**src/rtl/ifs_capture_pkg.sv**
```systemverilog
// Shared types and elaboration helpers for the input-register capture scheduler.
package ifs_capture_pkg;

  typedef enum logic [2:0] {
    ST_IDLE    = 3'd0,
    ST_PRESET  = 3'd1,
    ST_SETTLE  = 3'd2,
    ST_CAPTURE = 3'd3,
    ST_SAMPLE  = 3'd4
  } state_t;

  // Ceiling log2, usable in parameter and port-width expressions.
  function automatic int clog2(input int value);
    int r;
    r = 32'sd0;
    for (int v = value - 32'sd1; v > 32'sd0; v = v / 32'sd2) begin
      r = r + 32'sd1;
    end
    return r;
  endfunction

endpackage

```
**src/rtl/ifs_rr_arb.sv**
```systemverilog
// Combinational round-robin pick: first set request at or above the pointer,
// wrapping modulo NREQ. Returns a one-hot grant, its index and an any-request flag.
module ifs_rr_arb
  import ifs_capture_pkg::*;
#(
  parameter int NREQ = 4
) (
  input  logic [NREQ-1:0]        i_req,
  input  logic [clog2(NREQ)-1:0] i_ptr,
  output logic [NREQ-1:0]        o_gnt,
  output logic [clog2(NREQ)-1:0] o_idx,
  output logic                   o_any
);

  localparam int IDX_W = clog2(NREQ);

  logic [IDX_W-1:0] w_cand;

  // Scan candidates in priority order starting from the pointer.
  always_comb begin
    o_gnt  = '0;
    o_idx  = '0;
    o_any  = 1'b0;
    w_cand = '0;
    for (int k = 0; k < NREQ; k++) begin
      w_cand = IDX_W'((int'(i_ptr) + k) % NREQ);
      if (!o_any && i_req[w_cand]) begin
        o_any         = 1'b1;
        o_gnt[w_cand] = 1'b1;
        o_idx         = w_cand;
      end else begin
        o_any = o_any;
      end
    end
  end

endmodule

```
**src/rtl/ifs_capture_sched.sv**
```systemverilog
// Capture scheduler for a shared SP/PD input-register bank: round-robin grant,
// then preset / settle / capture / sample. Optional preset phase: IFS_CAPTURE_PRESET_EN.
module ifs_capture_sched
  import ifs_capture_pkg::*;
#(
  parameter int NREQ   = 4,
  parameter int WIDTH  = 8,
  parameter int SETTLE = 2
) (
  input  logic                   SCLK,
  input  logic                   RSTN,
  input  logic [NREQ-1:0]        REQ,
  output logic [NREQ-1:0]        GNT,
  output logic                   SP,
  output logic                   PD,
  input  logic [WIDTH-1:0]       Q_IN,
  output logic [WIDTH-1:0]       DOUT,
  output logic                   DVALID,
  output logic [clog2(NREQ)-1:0] DOWNER
);

  localparam int IDX_W = clog2(NREQ);

  state_t           r_state;
  logic [IDX_W-1:0] r_ptr;
  logic [NREQ-1:0]  r_gnt;
  logic             r_sp;
  logic             r_pd;
  logic [WIDTH-1:0] r_dout;
  logic             r_dvalid;
  logic [IDX_W-1:0] r_owner;

  logic [NREQ-1:0]  w_gnt;
  logic [IDX_W-1:0] w_idx;
  logic             w_any;
  logic [IDX_W-1:0] w_ptr_nxt;

`ifdef IFS_CAPTURE_PRESET_EN
  localparam int CNT_W = (clog2(SETTLE + 1) < 1) ? 1 : clog2(SETTLE + 1);
  logic [CNT_W-1:0] r_cnt;
`else
  logic w_unused_settle;
  assign w_unused_settle = (SETTLE != 32'sd0);
`endif

  ifs_rr_arb #(
    .NREQ (NREQ)
  ) u_arb (
    .i_req (REQ),
    .i_ptr (r_ptr),
    .o_gnt (w_gnt),
    .o_idx (w_idx),
    .o_any (w_any)
  );

  assign w_ptr_nxt = (w_idx == IDX_W'(NREQ - 1)) ? '0 : (w_idx + IDX_W'(1));

  // Transaction sequencer; every output is a register updated on state transitions.
  always_ff @(posedge SCLK or negedge RSTN) begin
    if (!RSTN) begin
      r_state  <= ST_IDLE;
      r_ptr    <= '0;
      r_gnt    <= '0;
      r_sp     <= 1'b0;
      r_pd     <= 1'b0;
      r_dout   <= '0;
      r_dvalid <= 1'b0;
      r_owner  <= '0;
`ifdef IFS_CAPTURE_PRESET_EN
      r_cnt    <= '0;
`endif
    end else begin
      r_dvalid <= 1'b0;
      case (r_state)
        ST_IDLE: begin
          if (w_any) begin
            r_gnt   <= w_gnt;
            r_owner <= w_idx;
            r_ptr   <= w_ptr_nxt;
            r_sp    <= 1'b1;
`ifdef IFS_CAPTURE_PRESET_EN
            r_pd    <= 1'b1;
            r_state <= ST_PRESET;
`else
            r_state <= ST_CAPTURE;
`endif
          end else begin
            r_state <= ST_IDLE;
          end
        end
`ifdef IFS_CAPTURE_PRESET_EN
        ST_PRESET: begin
          r_pd <= 1'b0;
          if (SETTLE == 32'sd0) begin
            r_sp    <= 1'b1;
            r_state <= ST_CAPTURE;
          end else begin
            r_sp    <= 1'b0;
            r_cnt   <= CNT_W'(SETTLE);
            r_state <= ST_SETTLE;
          end
        end
        ST_SETTLE: begin
          if (r_cnt <= CNT_W'(1)) begin
            r_sp    <= 1'b1;
            r_state <= ST_CAPTURE;
          end else begin
            r_cnt   <= r_cnt - CNT_W'(1);
          end
        end
`endif
        ST_CAPTURE: begin
          r_sp    <= 1'b0;
          r_pd    <= 1'b0;
          r_state <= ST_SAMPLE;
        end
        // Bank was clocked at the end of CAPTURE, so Q_IN now holds the pins.
        ST_SAMPLE: begin
          r_dout   <= Q_IN;
          r_dvalid <= 1'b1;
          r_gnt    <= '0;
          r_state  <= ST_IDLE;
        end
        default: begin
          r_sp    <= 1'b0;
          r_pd    <= 1'b0;
          r_gnt   <= '0;
          r_state <= ST_IDLE;
        end
      endcase
    end
  end

  assign GNT    = r_gnt;
  assign SP     = r_sp;
  assign PD     = r_pd;
  assign DOUT   = r_dout;
  assign DVALID = r_dvalid;
  assign DOWNER = r_owner;

endmodule

```
**config.mk**
```make
export PLATFORM = sky130hd
export DESIGN_NAME = ifs_capture_sched
export DESIGN_NICKNAME = d
export VERILOG_FILES = /design/src/rtl/ifs_capture_pkg.sv /design/src/rtl/ifs_rr_arb.sv /design/src/rtl/ifs_capture_sched.sv
export SDC_FILE = /design/constraint.sdc
export NUM_CORES = 1
export LEC_CHECK = 0
export CAP_MARGIN = 20
export CORE_MARGIN = 4
export CORE_UTILIZATION = 48
export CTS_CLUSTER_SIZE = 40
export DETAILED_ROUTE_END_ITERATION = 6
export PLACE_DENSITY = 0.76
export SYNTH_ARGS = -nofsm -noshare
export SYNTH_HDL_FRONTEND = slang
export SYNTH_SLANG_ARGS = --single-unit
```
**constraint.sdc**
```tcl
create_clock -name SCLK -period 2.67 [get_ports SCLK]
set_input_delay 0.4005 -clock SCLK [delete_from_list [all_inputs] [get_ports SCLK]]
set_output_delay 0.4005 -clock SCLK [all_outputs]
set_load 0.02 [all_outputs]
```
# After elaboration in Yosys (flattened, before gate mapping)
# Index checks and enable logic that the tools add are counted.
word_totals:
  regBits: 21
  out_inout_bits: 17
  word_cells: 78
  in_bits: 14
classes:
  reduce_logical: 14
  mux: 36
  bitwise: 5
  n_lt_le_gt_ge: 8
  n_addsub: 4
  eq_ne: 4
op_table:
  columns: ["operator", "count"]
  rows:
  - ["$mux 4", 5]
  - ["$mux 1", 14]
  - ["$lt 2x3->1 const B", 4]
  - ["$mux 2", 6]
  - ["$or 4x4->4", 3]
  - ["$bmux 1 s2", 4]
  - ["$demux 1 s2", 4]
  - ["$ge 2x1->1 const B", 4]
  - ["$pmux 4 s2", 1]
  - ["$logic_and 1x1->1", 7]
  - ["$pmux 3 s2", 1]
  - ["$reduce_and 2->1", 3]
  - ["$add 2x1->2 const B", 2]
  - ["$add 2x2->2 const B", 2]
  - ["$eq 3x2->1 const B", 1]
  - ["$eq 3x3->1 const B", 1]
  - ["$logic_not 1->1", 3]
  - ["$logic_not 3->1", 1]
  - ["$eq 2x2->1 const B", 1]
  - ["$ne 2x1->1 const B", 1]
  - ["$not 1->1", 2]
  - ["$pmux 1 s2", 1]

# Logic depth before layout (Yosys ltp)
logic_depth:
  ltp_word: 14
  mapped_depth: 9

# Modules after synthesis
# Synthesis repeated with hierarchy kept, for this count alone.
unflattened:
  cells_unflattened: 100
  area_unflattened_um2: 1217.4
by_module_without_submodules:
  columns: ["mod", "seq_area_each_um2", "area_per_inst_um2", "instances", "cells_each"]
  rows:
  - ["ifs_capture_sched", 500.5, 795.8, 1, 55]
  - ["ifs_rr_arb", 0.0, 421.7, 1, 45]

# Worst setup path before layout
# No wires, ideal clock.
synth_timing:
  path_kind: "reg2reg"
  from: "reg (tool-made name)"
  to: "reg r_ptr[1]"
  setup_slack_ns: 0.245
  path_stages_with_launch: 10
  n_path_buf: 2
  arrival_ns: 2.333
  required_time_ns: 2.578
  synth_period_minus_slack_ns: 2.425
  cell_sequence: "dfrtp_1 > buf_4 > inv_1 > ha_1 > buf_6 > mux4_2 > nor2b_4 > o21ai_2 > and3_1 > o31ai_2"
synth_lines:
  columns: ["element", "line", "rtl"]
  rows:
  - ["end signal: assignment", "ifs_capture_sched.sv:79", "r_ptr <= w_ptr_nxt;"]
  - ["end: declaration", "ifs_capture_sched.sv:25", "logic [IDX_W-1:0] r_ptr;"]

==> qor.txt <==
Pleak -> 0.660 nW
Die Footprint -> 0.00336 mm²
Num CTS Buffers -> 3
syn nets -> 133
WP data arrival -> 2.41 ns
RD Place Congestion -> 0.985
count of final setup violators -> 0
CP Cell Sequence -> inv_1 -> ha_1 -> mux4_2 -> nor2b_4 -> o21ai_2 -> and3_1 -> o31ai_2
Final Max Tran Viols -> 0
initial antenna violation count -> 0
Layout area overhead -> 28.7%
Reg clk slew, reported paths -> 0.11 ns
syn avg cell area -> 10.8 µm²
Worst EP required -> 2.88 ns
Post-CTS Resized -> 0
via/cell ratio -> 5.83
Yosys warnings -> 0
worst min-delay path category -> reg -> reg
fillcell total -> 196
crit share post-route -> 82.5%
Pre-Repair DR Iteration Count -> 5
CTS Hold Buffers Added -> 0
GRT Overall Usage -> 16.6%
DRC -> 0
crit-path max cell delay -> 0.59 ns
total gr overflow -> 0
post-synthesis cell type count -> 33
Max Clock Skew -> 0.00299 ns
Setup WS pre-CTS -> 0.339 ns
Die Wd -> 58.0 µm
I/O pins -> 31
Finished Layout Cells -> 169
Slowest cell on crit path -> mux4_2
nature of the critical path startpoint -> flop
CTS tree -> done
Post-CTS Setup Bufs -> 0
layout cells sized above 1 -> 14.9%
routed len/inst -> 15.5 µm
Worst Reg2Reg Path Length in Cells -> 7
post-DP HPWL -> 2.06 mm
Tmin final -> 2.20 ns
largest net degree at the start of global routing -> 21
Seq/Total Area, Yosys -> 41.8%
ant diodes -> 0
Syn Inst Count -> 111
global-route wire length before repair -> 4.34 mm
CP endpoint kind -> flop
Inst Count DP -> 165
CP Max Fanout -> 7
H-tree levels -> 1
final setup margin -> 0.466 ns
hold path depth -> 1
core area -> 0.00230 mm²
Design Area, Final -> 0.00154 mm²
clock buffer depth -> 2
clock sinks -> 20
status -> finished, final reports clean
Cell Pwr Density -> 1290 mW/mm²
Slew @ Worst Pin -> 0.830 ns
Area after DPL -> 0.00151 mm²
Syn Std Cell Area -> 0.00120 mm²
initial core utilization -> 52.2%
critical setup path kind -> reg -> reg
Final Hold Viols -> 0
number of global-route vias before repair -> 921
Row Count -> 17
worst skew pair latency -> 0.29 ns
headroom to the max-slew limit -> 44.5%
DRT iter0 DRCs -> 48
nets@finish -> 164
setup_tns -> 0 ns
# port buffers -> 29
routed via count -> 986
number of max-cap violations -> 0
RSZ-0062 raised after global routing -> false
Max Freq -> 454 MHz
DIE HEIGHT -> 58.0 µm
Finished Core Util -> 67.2%
post-route ant nets -> 0
final wirelength -> 2.61 mm
Max VDD drop -> 722 µV
CTS root buffer -> clkbuf_4
Synth Register Bits -> 20
-- final timing paths --
path,from,to,slack [ns]
setup / recovery,flop,r_ptr[1]$_DFFE_PN0P_,0.47
hold / removal,r_state[2]$_DFF_PN0_,r_state[2]$_DFF_PN0_,0.49
setup reg to reg,flop,r_ptr[1]$_DFFE_PN0P_,0.47
hold reg to reg,r_state[2]$_DFF_PN0_,r_state[2]$_DFF_PN0_,0.49
max in group asynchronous,RSTN,r_state[2]$_DFF_PN0_,1.58
min in group asynchronous,RSTN,SP$_DFFE_PN0P_,0.58
-- Yosys cell counts (all sizes together) --
library cell / count / area, µm²
inv: 4 / 15.0
nand4: 1 / 6.26
o32ai: 1 / 8.76
a21o: 1 / 7.51
and3b: 1 / 8.76
o21ai: 9 / 48.8
a22oi: 4 / 30.0
nor4: 1 / 6.26
mux2i: 4 / 40.0
nand2: 5 / 18.8
nor3b: 1 / 7.51
dfrtp: 20 / 500
and3: 1 / 6.26
nor2: 9 / 33.8
o31a: 1 / 8.76
or2b: 2 / 15.0
o31ai: 1 / 12.5
mux2: 9 / 101
a21oi: 9 / 45.0
xnor2: 1 / 8.76
buf: 5 / 36.3
nor2b: 3 / 26.3
clkbuf: 1 / 3.75
o211ai: 1 / 7.51
mux4: 2 / 45.0
conb: 1 / 3.75
a221o: 4 / 40.0
a31oi: 1 / 6.26
ha: 8 / 100
-- placed cells by master, fill, tap and decap left out, types with 2 or more instances in the layout --
cell type         n
buf_4             3
nand2_1           5
mux2_2            9
a221o_1           4
nor2_1            9
dfrtp_1          20
inv_1             4
clkbuf_4          3
o21ai_0           8
nor2b_1           2
mux4_2            2
a22oi_1           4
a21oi_1           9
clkdlybuf4s50_1  29
mux2i_1           4
or2b_1            2
ha_1              8
-- cells by family after synthesis --
| family | share of synthesized area (%) |
|---|---|
| adders and majority gates | 8.35 |
| DFF | 41.8 |
| xor gates and xnor gates | 0.731 |
| buffers and inverters | 4.59 |
| other | 0.313 |
| and+or+nand+nor | 10.8 |
| AOI/OAI and AO/OA | 18.0 |
| muxes | 15.6 |
-- power by group --
part	total [W]	switching (W)	internal, W
combinational	0.00129	0.000678	0.000610
clock	0.000168	0.0000849	0.0000830
sequential	0.000527	0.0000775	0.000450
-- flip-flops by register name, summed over array words and instances, names as in the netlist, named ones only --
| register | count |
|---|---|
| r_state | 2 |
| DOUT | 8 |
| r_ptr | 1 |
| DOWNER | 2 |
| GNT | 4 |
| DVALID | 1 |
| SP | 1 |
-- per-layer routing --
metal | track usage, % | vias up | wire [µm]
met5 | 0 | - | 0
met4 | 7.62 | 0 | 50
met3 | 2.23 | 6 | 179
met2 | 28.2 | 45 | 1320
met1 | 20.7 | 473 | 1070
li1 | - | 462 | -
-- stage by stage --
step	total power (W)	hold slack, ns
2_1_floorplan	0.00141	0.105
3_3_place_gp	0.00178	0.462
3_5_place_dp	0.00182	0.481
4_1_cts	0.00200	0.493
5_1_grt	0.00214	0.523
6_report	0.00198	0.491
-- critical path, delay by kind of cell (launching register included) --
family	cells	cell delay, ns
AND/OR/NAND/NOR	2	0.40
flip-flops	1	0.37
AO/OA/AOI/OAI	2	0.28
adder cells (fa/ha/maj)	1	0.35
multiplexers	1	0.59
buffers and inverters	1	0.13
-- layout make-up --
cell class,count,area (µm²),area share [%]
multi-input cells,81,643,41.7
well taps,28,35.0,2.27
inverters,4,15.0,0.973
repair buffers,32,313,20.3
flip-flops and latches,20,500,32.4
clock buffers,4,36.3,2.35
Note: power is estimated with default switching activity, not from simulation.
